[config.mk]
export PLATFORM = sky130hd
export DESIGN_NAME = bwsm_mult
export DESIGN_NICKNAME = d
export VERILOG_FILES = /design/src/rtl/bwsm_mult.sv
export SDC_FILE = /design/constraint.sdc
export NUM_CORES = 1
export LEC_CHECK = 0
export CAP_MARGIN = 20
export CORE_UTILIZATION = 49
export CTS_BUF_LIST = sky130_fd_sc_hd__clkbuf_4
export DETAILED_ROUTE_END_ITERATION = 8
export GPL_ROUTABILITY_DRIVEN = 0
export PLACE_DENSITY = 0.84
export SLEW_MARGIN = 15
export SYNTH_ARGS = -nofsm -noshare
export SYNTH_HDL_FRONTEND = slang
export SYNTH_SLANG_ARGS = --single-unit
export TNS_END_PERCENT = 100
[constraint.sdc]
create_clock -name clk -period 1.1 [get_ports clk]
set_clock_uncertainty 0.15 [all_clocks]
set_input_delay 0.33 -clock clk [delete_from_list [all_inputs] [get_ports clk]]
set_output_delay 0.33 -clock clk [all_outputs]
set_load 0.05 [all_outputs]
[src/rtl/bwsm_mult.sv]
// Baugh-Wooley signed W x W multiplier with a carry-save array, a ripple final adder and a registered output.
// Define BWSM_PIPE_EN to register the sum/carry vectors ahead of the final adder, which gives 2-cycle latency.
module bwsm_mult #(
  parameter int W = 4
) (
  input  logic           clk,
  input  logic           rst_n,
  input  logic           in_valid,
  input  logic [W-1:0]   x,
  input  logic [W-1:0]   y,
  output logic           out_valid,
  output logic [2*W-1:0] p
);

  localparam int PW = 2 * W;

  // One row of the array for multiplier bit j. Only the cross terms that mix
  // exactly one sign bit are inverted.
  function automatic logic [PW-1:0] ppRow(input logic [W-1:0] a,
                                          input logic [W-1:0] b,
                                          input int           j);
    logic [PW-1:0] row;
    logic          bitV;
    row = '0;
    for (int i = 0; i < W; i++) begin
      bitV = a[i] & b[j];
      if ((i == W - 1) != (j == W - 1)) bitV = ~bitV;
      row[i+j] = bitV;
    end
    return row;
  endfunction

  // Carry-save reduction of all rows. The two correction ones seed the sum
  // vector, so each full-adder level absorbs exactly one partial-product row.
  function automatic logic [2*PW-1:0] csaArray(input logic [W-1:0] a,
                                               input logic [W-1:0] b);
    logic [PW-1:0] s;
    logic [PW-1:0] c;
    logic [PW-1:0] r;
    logic [PW-1:0] maj;
    s        = '0;
    s[W]     = 1'b1;
    s[PW-1]  = 1'b1;
    c        = '0;
    for (int j = 0; j < W; j++) begin
      r   = ppRow(a, b, j);
      maj = (s & c) | (s & r) | (c & r);
      s   = s ^ c ^ r;
      c   = {maj[PW-2:0], 1'b0};
    end
    return {s, c};
  endfunction

  // Final carry-propagate adder; the carry out of the top bit is dropped.
  function automatic logic [PW-1:0] rippleAdd(input logic [PW-1:0] s,
                                               input logic [PW-1:0] c);
    logic [PW-1:0] sum;
    logic          carry;
    sum   = '0;
    carry = 1'b0;
    for (int k = 0; k < PW; k++) begin
      sum[k] = s[k] ^ c[k] ^ carry;
      carry  = (s[k] & c[k]) | (s[k] & carry) | (c[k] & carry);
    end
    return sum;
  endfunction

  logic [PW-1:0] csaSum;
  logic [PW-1:0] csaCarry;
  logic [PW-1:0] p_d;
  logic [PW-1:0] p_q;
  logic          out_valid_q;

  assign {csaSum, csaCarry} = csaArray(x, y);

`ifdef BWSM_PIPE_EN
  logic [PW-1:0] sum_q;
  logic [PW-1:0] carry_q;
  logic          stg_valid_q;

  assign p_d = rippleAdd(sum_q, carry_q);

  // Data registers load only on valid so idle-cycle operands never reach p.
  always_ff @(posedge clk or negedge rst_n) begin
    if (!rst_n) begin
      sum_q       <= '0;
      carry_q     <= '0;
      stg_valid_q <= 1'b0;
      p_q         <= '0;
      out_valid_q <= 1'b0;
    end else begin
      stg_valid_q <= in_valid;
      if (in_valid) begin
        sum_q   <= csaSum;
        carry_q <= csaCarry;
      end
      out_valid_q <= stg_valid_q;
      if (stg_valid_q) p_q <= p_d;
    end
  end
`else
  assign p_d = rippleAdd(csaSum, csaCarry);

  always_ff @(posedge clk or negedge rst_n) begin
    if (!rst_n) begin
      p_q         <= '0;
      out_valid_q <= 1'b0;
    end else begin
      out_valid_q <= in_valid;
      if (in_valid) p_q <= p_d;
    end
  end
`endif

  assign p         = p_q;
  assign out_valid = out_valid_q;

endmodule

==> results of run 1 <==
-- stage by stage --
stage / utilization, % / instances
3_3_place_gp: 86.8 / 102
2_1_floorplan: - / 61
3_5_place_dp: 86.8 / 102
-- cells by family after synthesis --
logic type | after synthesis | synth area share [%]
AND/OR/NAND/NOR | 16 | 12.0
AO/OA/AOI/OAI | 1 | 0.693
buffers and inverters | 13 | 7.80
multiplexers | 7 | 14.6
flip-flops | 9 | 31.2
adder cells (fa/ha/maj) | 14 | 32.6
XOR/XNOR | 1 | 1.21
-- Yosys cell counts, drive strengths merged --
library cell	number	area share, %
ha	6	10
mux2	7	15
xnor2	1	1.2
nand2	5	2.6
buf	1	1.6
nand3	1	0.69
o21ai	1	0.69
and2	10	8.7
fa	8	22
dfrtp	9	31
inv	12	6.2
==> reports/metrics.cfg, run 1 <==
[synth]
ys_warn_count=0
postSynthCellCount=61
synthesis.nets=86
synth_cell_types=11
yosys_register_bits=9
seq_area_frac_synth_pct=31.2
avgSynthCellArea_um2=11.8
synth_area_um2=722

[die]
initial_core_util_pct=54.1
rows=13
die_h_um=40.4
io_pins=20
die_w_um=40.4

[place]
dp_hpwl_um=1300
io_buffers=19
dpl-instance-area_mm2=0.00116
place_ws_ns=-2.67

[clock_network]
postCtsResizedCells=43
post_cts_buffers=7
clkSinkCount=9
cts.path.max_buffers=2
cts_buffers=3
htree_levels=1
root_buffer=clkbuf_4
holdBufCountCts=0

[status]
stop_stage=4_1_cts
status=stopped before the end
error=[ERROR DPL-0033] detailed placement checks failed during check placement.

==> inputs of run 2 (changes only) <==
--- a/config.mk
+++ b/config.mk
@@ -6,11 +6,11 @@
 export NUM_CORES = 1
 export LEC_CHECK = 0
 export CAP_MARGIN = 20
-export CORE_UTILIZATION = 49
-export CTS_BUF_LIST = sky130_fd_sc_hd__clkbuf_4
+export CORE_AREA = 2 2 63 65
 export DETAILED_ROUTE_END_ITERATION = 8
+export DIE_AREA = 0 0 65 67
 export GPL_ROUTABILITY_DRIVEN = 0
-export PLACE_DENSITY = 0.84
+export PLACE_DENSITY_LB_ADDON = 0.15
 export SLEW_MARGIN = 15
 export SYNTH_ARGS = -nofsm -noshare
 export SYNTH_HDL_FRONTEND = slang
==> run 2 against run 1 <==
Against the previous run:
- the flow now finishes, with violations (setup timing)
- area after synthesis stayed put
- synthesized cell count stayed put
==> reports/metrics.cfg, run 2 <==
[place]
dp_hpwl_um=1260  ; -2.6%
place_inst=136  ; +33%
io_buffers=19  ; unchanged

[timing]
worstMarginPinSlew_ns=0.158
fin_crit_sh_pct=281
hold_violations=0
slew_headroom_pct=89.5
rsz0062_at_grt=true
setup_viol=16
min_period_ns=3.09
fin_setup_tns_ns=-9.85
drv_slew=0
fin_ws_ns=-1.99
max_freq_mhz=324

[global_routing]
track_usage_pct=8.37
antenna_found_initial=0
gr-total-overflow=0
grt_pass1_vias=630
grt_pass1_wl_um=2700
grt_max_degree=10

[synth]
synth_area_um2=722  ; unchanged
yosysMostFrequentCell=inv_1
avgSynthCellArea_um2=11.8  ; unchanged
seq_area_frac_synth_pct=31.2  ; unchanged
synthTopCellsByCount=inv_1 (12), and2_1 (10), dfrtp_1 (9)
yosys.area.top_type=dfrtp_1
yosys_register_bits=9  ; unchanged
postSynthCellCount=61  ; unchanged
synth-edff-count=0  ; unchanged
synth_top_area_share_pct=31.2  ; unchanged
synth_ff_type=dfrtp_1
synthesis.nets=86  ; unchanged
ys_warn_count=0  ; unchanged
synth-async-reset-ratio_pct=100  ; unchanged
synth_cell_types=11  ; unchanged
ys_top_cells_by_area=dfrtp_1 (31%), fa_1 (22%), mux2_4 (15%)

[status]
violations=setup timing
status=complete, but fails checks

[detailed_routing]
ant_nets=0
drt-initial-drc-count=23
drc=0
vias_per_cell=3.61
wl_per_cell_um=10.1
first_pass_iters=2
vias=541
wl_um=1520

[clock_network]
cts_buffers=3  ; unchanged
clock_latency_ns=0.22
clk_pin_slew_ns=0.04
cts.path.max_buffers=2  ; unchanged
root_buffer=clkbuf_8
htree_levels=1  ; unchanged
clkSinkCount=9  ; unchanged
cts_tree=done

[setup_path]
critical-path-max-stage-delay_ns=0.51
endpoint_kind=flip-flop
crit_required_ns=1.06
crit_top_cell=fa_2
cp_cell_sequence=buf_8 -> and2_4 -> ha_4 -> inv_2 -> fa_2 -> inv_2 -> fa_2 -> ha_4 -> fa_2 -> fa_2 -> xnor2_2 -> mux2_4
startpoint=x[2]
criticalPathCategory=input pin to flip-flop
cpMaxStageDelayCell=fa_2
r2r-start=p[4]
cp.arrival_ns=3.05
worstSetupStartpointType=input pin
cp_max_fo=2

[power_and_ir_drop]
power_frac_clock_pct=15.7
intPower_mw=1.52
p_leak_nw=0.655
seqPwrFrac_pct=22.7
power.share.combinational_pct=61.6
switching_share_pct=35.9
vdd_drop_max_v=0.000429
p_sw_mw=0.851
p_per_area_mw_per_mm2=1710

[die]
die_h_um=67  ; +66%
initial_core_util_pct=20.0  ; -34 points
dieArea_mm2=0.00436
rows=22  ; +9
core-area_mm2=0.00361
io_pins=20  ; unchanged
die_w_um=65  ; +61%

[finish]
final_cells=150
final_cell_mix=buf_4 (13), buf_12 (11), inv_1 (9), dfrtp_1 (9), mux2_4 (7)
largest_register_ffs=8
final_common_cell=buf_4
synthToLayoutAreaGrowth_pct=91.7
diodes=0
layout-drive-gt1-share_pct=63.7
nets=128

[job]
maxCapViolCount=0

[min_path]
hold_class=input pin to asynchronous set/reset pin

-- run 2: cell type report --
type | count | area [um^2]
clock buffers | 4 | 45.0
flip-flops and latches | 9 | 225
fillers | 354 | 2220
multi-input cells | 39 | 528
inverters | 12 | 45.0
repair buffers | 38 | 480
well taps | 48 | 60.1
-- run 2: power groups by stage --
stage	sequential, mW	combinational (mW)	clock (mW)
floorplan	0.845	0.354	0
finish	0.539	1.46	0.371
global placement	0.556	1.27	0
CTS	0.540	1.48	0.381
global route	0.552	1.57	0.402
detailed placement	0.558	1.28	0
-- run 2: through the flow --
step	setup WS [ns]	area, um^2	hold WS, ns	util, %	power (mW)
floorplan	-2.06	785	-0.116	-	1.20
global placement	-2.65	1210	0.410	33.4	1.82
detailed placement	-2.66	1210	0.411	33.4	1.84
CTS	-2.01	1380	0.276	38.3	2.40
global route	-2.07	1380	0.294	38.4	2.52
finish	-1.99	1380	0.273	38.4	2.37
-- run 2: metal layers --
metal,up-vias,part of all wire [%],track usage (%)
li1,270,-,-
met1,256,44,9.39
met2,13,50,14.7
met3,2,5.3,1.69
met4,0,1.3,4.79
met5,-,0,0
-- run 2: cells by family (layout without fill, tap and decap cells) --
group | count (synthesis) | in the layout | share of synthesized area (%)
compound gates | 1 | 1 | 0.693
flops | 9 | 9 | 31.2
simple gates | 16 | 16 | 12.0
fa+ha+maj | 14 | 14 | 32.6
xor+xnor | 1 | 1 | 1.21
mux | 7 | 7 | 14.6
buf+inv | 13 | 54 | 7.80
-- run 2: final timing paths --
kind | to | slack, ns | cells after the start
min | p[1] | 0.27 | 2
min reg2reg | p[1] | 0.43 | 1
max reg2reg | p[4] | 0.03 | 2
max | p[7] | -1.99 | 12
min in group clk | p[0] | 0.33 | 4
max in group asynchronous | p[6] | 0.42 | 2
-- run 2: critical path, delay by kind of cell --
family,cells,cell delay [ns]
XOR/XNOR,1,0.14
adder cells (fa/ha/maj),6,2.02
buffers and inverters,3,0.16
multiplexers,1,0.25
AND/OR/NAND/NOR,1,0.15
-- run 2: timing repair --
item,in CTS,in global routing
cloned,1,0
hold buffers,0,0
pin swaps,15,5
setup endpoints to repair,17,16
resized for setup,39,5
buffers inserted,8,1
endpoints found under the hold margin,0,0
Power figures use the tool's default switching activity.
==> inputs of run 3 (changes only) <==
--- a/config.mk
+++ b/config.mk
@@ -10,6 +10,7 @@
 export DETAILED_ROUTE_END_ITERATION = 8
 export DIE_AREA = 0 0 65 67
 export GPL_ROUTABILITY_DRIVEN = 0
+export GPL_TIMING_DRIVEN = 0
 export PLACE_DENSITY_LB_ADDON = 0.15
 export SLEW_MARGIN = 15
 export SYNTH_ARGS = -nofsm -noshare
==> constraint.sdc (replaced) <==
create_clock -name clk -period 2.57 [get_ports clk]
set_clock_uncertainty 0.15 [all_clocks]
set_input_delay 0.771 -clock clk [delete_from_list [all_inputs] [get_ports clk]]
set_output_delay 0.771 -clock clk [all_outputs]
set_load 0.05 [all_outputs]
==> run 3 against run 2 <==
Against the previous run:
- the flow still finishes with violations (setup timing)
- critical endpoint unchanged
- global-route usage decreased by 2.2 points
- cell count shrank 11%
- clock power down 57%
- sequential power decreased by 61%
- via count shrank 13%
- sequential share of layout area is 4.6 points higher
- worst hold slack better by 0.083 ns
- flip-flop and latch count unchanged
- register-to-register slack better by 1.6 ns
- core utilization is 8.4 points lower
- largest cell class unchanged
- power fell by 66%
==> reports/metrics.cfg, run 3 (synthesis results as in run 2) <==
[job]
maxCapViolCount=0  ; unchanged

[setup_path]
path_buf_inv=3  ; unchanged
cp_max_fo=3  ; +1
startpoint=y[1]
cp-endpoint=p[7]
criticalPathCategory=input pin to flip-flop
cp_cell_sequence=buf_8 -> and2_4 -> ha_4 -> fa_1 -> inv_1 -> fa_1 -> inv_2 -> ha_4 -> fa_2 -> fa_2 -> xnor2_2 -> mux2_4
worstSetupStartpointType=input pin
critical-path-max-stage-delay_ns=0.49  ; -0.02 ns
worst_r2r_path_depth=1  ; -1
crit_family=adder cells
cp.arrival_ns=3.44  ; +0.39 ns
endpoint_kind=flip-flop
r2r-start=p[1]
crit_required_ns=2.53  ; +1.47 ns
regToRegSetupSlack_ns=1.66  ; +1.63 ns
cp_num_cells=12  ; unchanged
cpMaxStageDelayCell=fa_1
r2r_end=p[1]

[detailed_routing]
ant_nets=0  ; unchanged
vias_per_cell=3.54  ; -1.8%
drt-initial-drc-count=6  ; -74%
first_pass_iters=2  ; unchanged
vias=471  ; -13%
wl_um=1210  ; -20%
wl_per_cell_um=9.10  ; -9.9%
drc=0  ; unchanged

[finish]
final_core_utilization_pct=29.9  ; -8.4 points
nets=111  ; -13%
final_common_cell=clkdlybuf4s50_1
multiInputGateArea_um2=510  ; -3.3%
layout-drive-gt1-share_pct=42.4  ; -21 points
largest_register_ffs=8  ; unchanged
seq_area_um2=225  ; unchanged
final_cell_mix=clkdlybuf4s50_1 (12), dfrtp_1 (9), inv_1 (8), mux2_4 (7), and2_1 (6)
synthToLayoutAreaGrowth_pct=49.6
final_cells=133  ; -11%
finish.instance_area_mm2=0.00108  ; -22%
diodes=0  ; unchanged
fill_cells=373  ; +5.4%

[power_and_ir_drop]
p_leak_nw=0.491  ; -25%
power_mw=0.813  ; -66%
vdd_drop_max_v=0.000191  ; -56%
p_per_area_mw_per_mm2=753  ; -56%

[clock_network]
holdBufCountCts=0  ; unchanged
clkSinkCount=9  ; unchanged
root_buffer=clkbuf_8
clock_latency_ns=0.23  ; about the same
cts_tree=done
htree_levels=1  ; unchanged
cts_buffers=3  ; unchanged
cts.path.max_buffers=2  ; unchanged
clk_pin_slew_ns=0.04  ; about the same

[die]
dieArea_mm2=0.00436  ; unchanged
rows=22  ; unchanged
core-area_mm2=0.00361  ; unchanged
io_pins=20  ; unchanged
die_w_um=65  ; unchanged
die_h_um=67  ; unchanged
initial_core_util_pct=20.0  ; unchanged

[timing]
drv_slew=0  ; unchanged
fin_crit_sh_pct=135
slew_headroom_pct=67.2  ; -22 points
min_period_ns=3.48
hold_violations=0  ; unchanged
rsz0062_at_grt=true
max_freq_mhz=288
fin_ws_ns=-0.907  ; +1.08 ns
worstMarginPinSlew_ns=0.491  ; +0.333 ns
setup_viol=4  ; -12

[status]
violations=setup timing
status=complete, but fails checks

[place]
place_ws_ns=-1.61  ; +1.05 ns
place_inst=128  ; -5.9%
dp_hpwl_um=1060  ; -16%
dpl-instance-area_um2=1000  ; -17%
io_buffers=19  ; unchanged

[global_routing]
antenna_found_initial=0  ; unchanged
grt_pass1_vias=449  ; -29%
gr-total-overflow=0  ; unchanged
grt_max_degree=10  ; unchanged
track_usage_pct=6.14  ; -2.2 points
grt_pass1_wl_um=1950  ; -28%

[min_path]
hold_class=flip-flop to flip-flop

run 3: changes by cell type in the layout (fill, tap and decap cells not counted), moves of 2 or more:
cell             before  now
buf_4                13    1
buf_12               11    0
clkdlybuf4s50_1       2   12
buf_6                 5    2
and2_1                4    6
and2_4                6    4
buf_2                 2    4
run 3: through the flow:
stage | hold WS, ns | setup TNS [ns]
6_report | 0.355 | -2.39
2_1_floorplan | 0.325 | -3.00
3_5_place_dp | 0.351 | -6.01
4_1_cts | 0.366 | -2.41
3_3_place_gp | 0.348 | -6.06
5_1_grt | 0.379 | -2.57
run 3: worst min-delay path by stage:
stage                     cells past startpoint  startpoint  slack, ns        end
after global placement                        1        p[2]       0.35       p[2]
final                                         1        p[2]       0.36       p[2]
after CTS                                     1        p[2]       0.37       p[2]
after detailed placement                      1        p[7]       0.35       p[7]
after floorplan                               0       rst_n       0.33  out_valid
after global routing                          1        p[2]       0.38       p[2]
run 3: area by class of cell:
cell class,instances,area share [%]
clock buffer,4,4.17
multi-input combinational,39,47.3
tap,48,5.56
inverter,12,4.17
timing repair buffer,20,16.9
buffer,1,1.04
sequential,9,20.9
run 3: power breakdown:
part | switching (mW) | leakage, nW | total, mW | internal, mW
clock | 0.0521 | 0.0228 | 0.160 | 0.108
sequential | 0.0250 | 0.107 | 0.211 | 0.186
combinational | 0.245 | 0.361 | 0.443 | 0.198
run 3: per-layer routing:
metal | track usage [%] | share of wire, % | vias to the layer above
li1 | - | - | 235
met1 | 7.55 | 47 | 217
met2 | 9.02 | 45 | 15
met3 | 1.18 | 5.6 | 4
met4 | 5.59 | 2.1 | 0
met5 | 0 | 0 | -
run 3: repair_timing:
| action | CTS | global route |
|---|---|---|
| setup endpoints to repair | 5 | 5 |
| cloned | 0 | 0 |
| pin swaps | 3 | 1 |
| setup buffers | 1 | 0 |
| resized for setup | 37 | 3 |
| endpoints found under the hold margin | 0 | 0 |
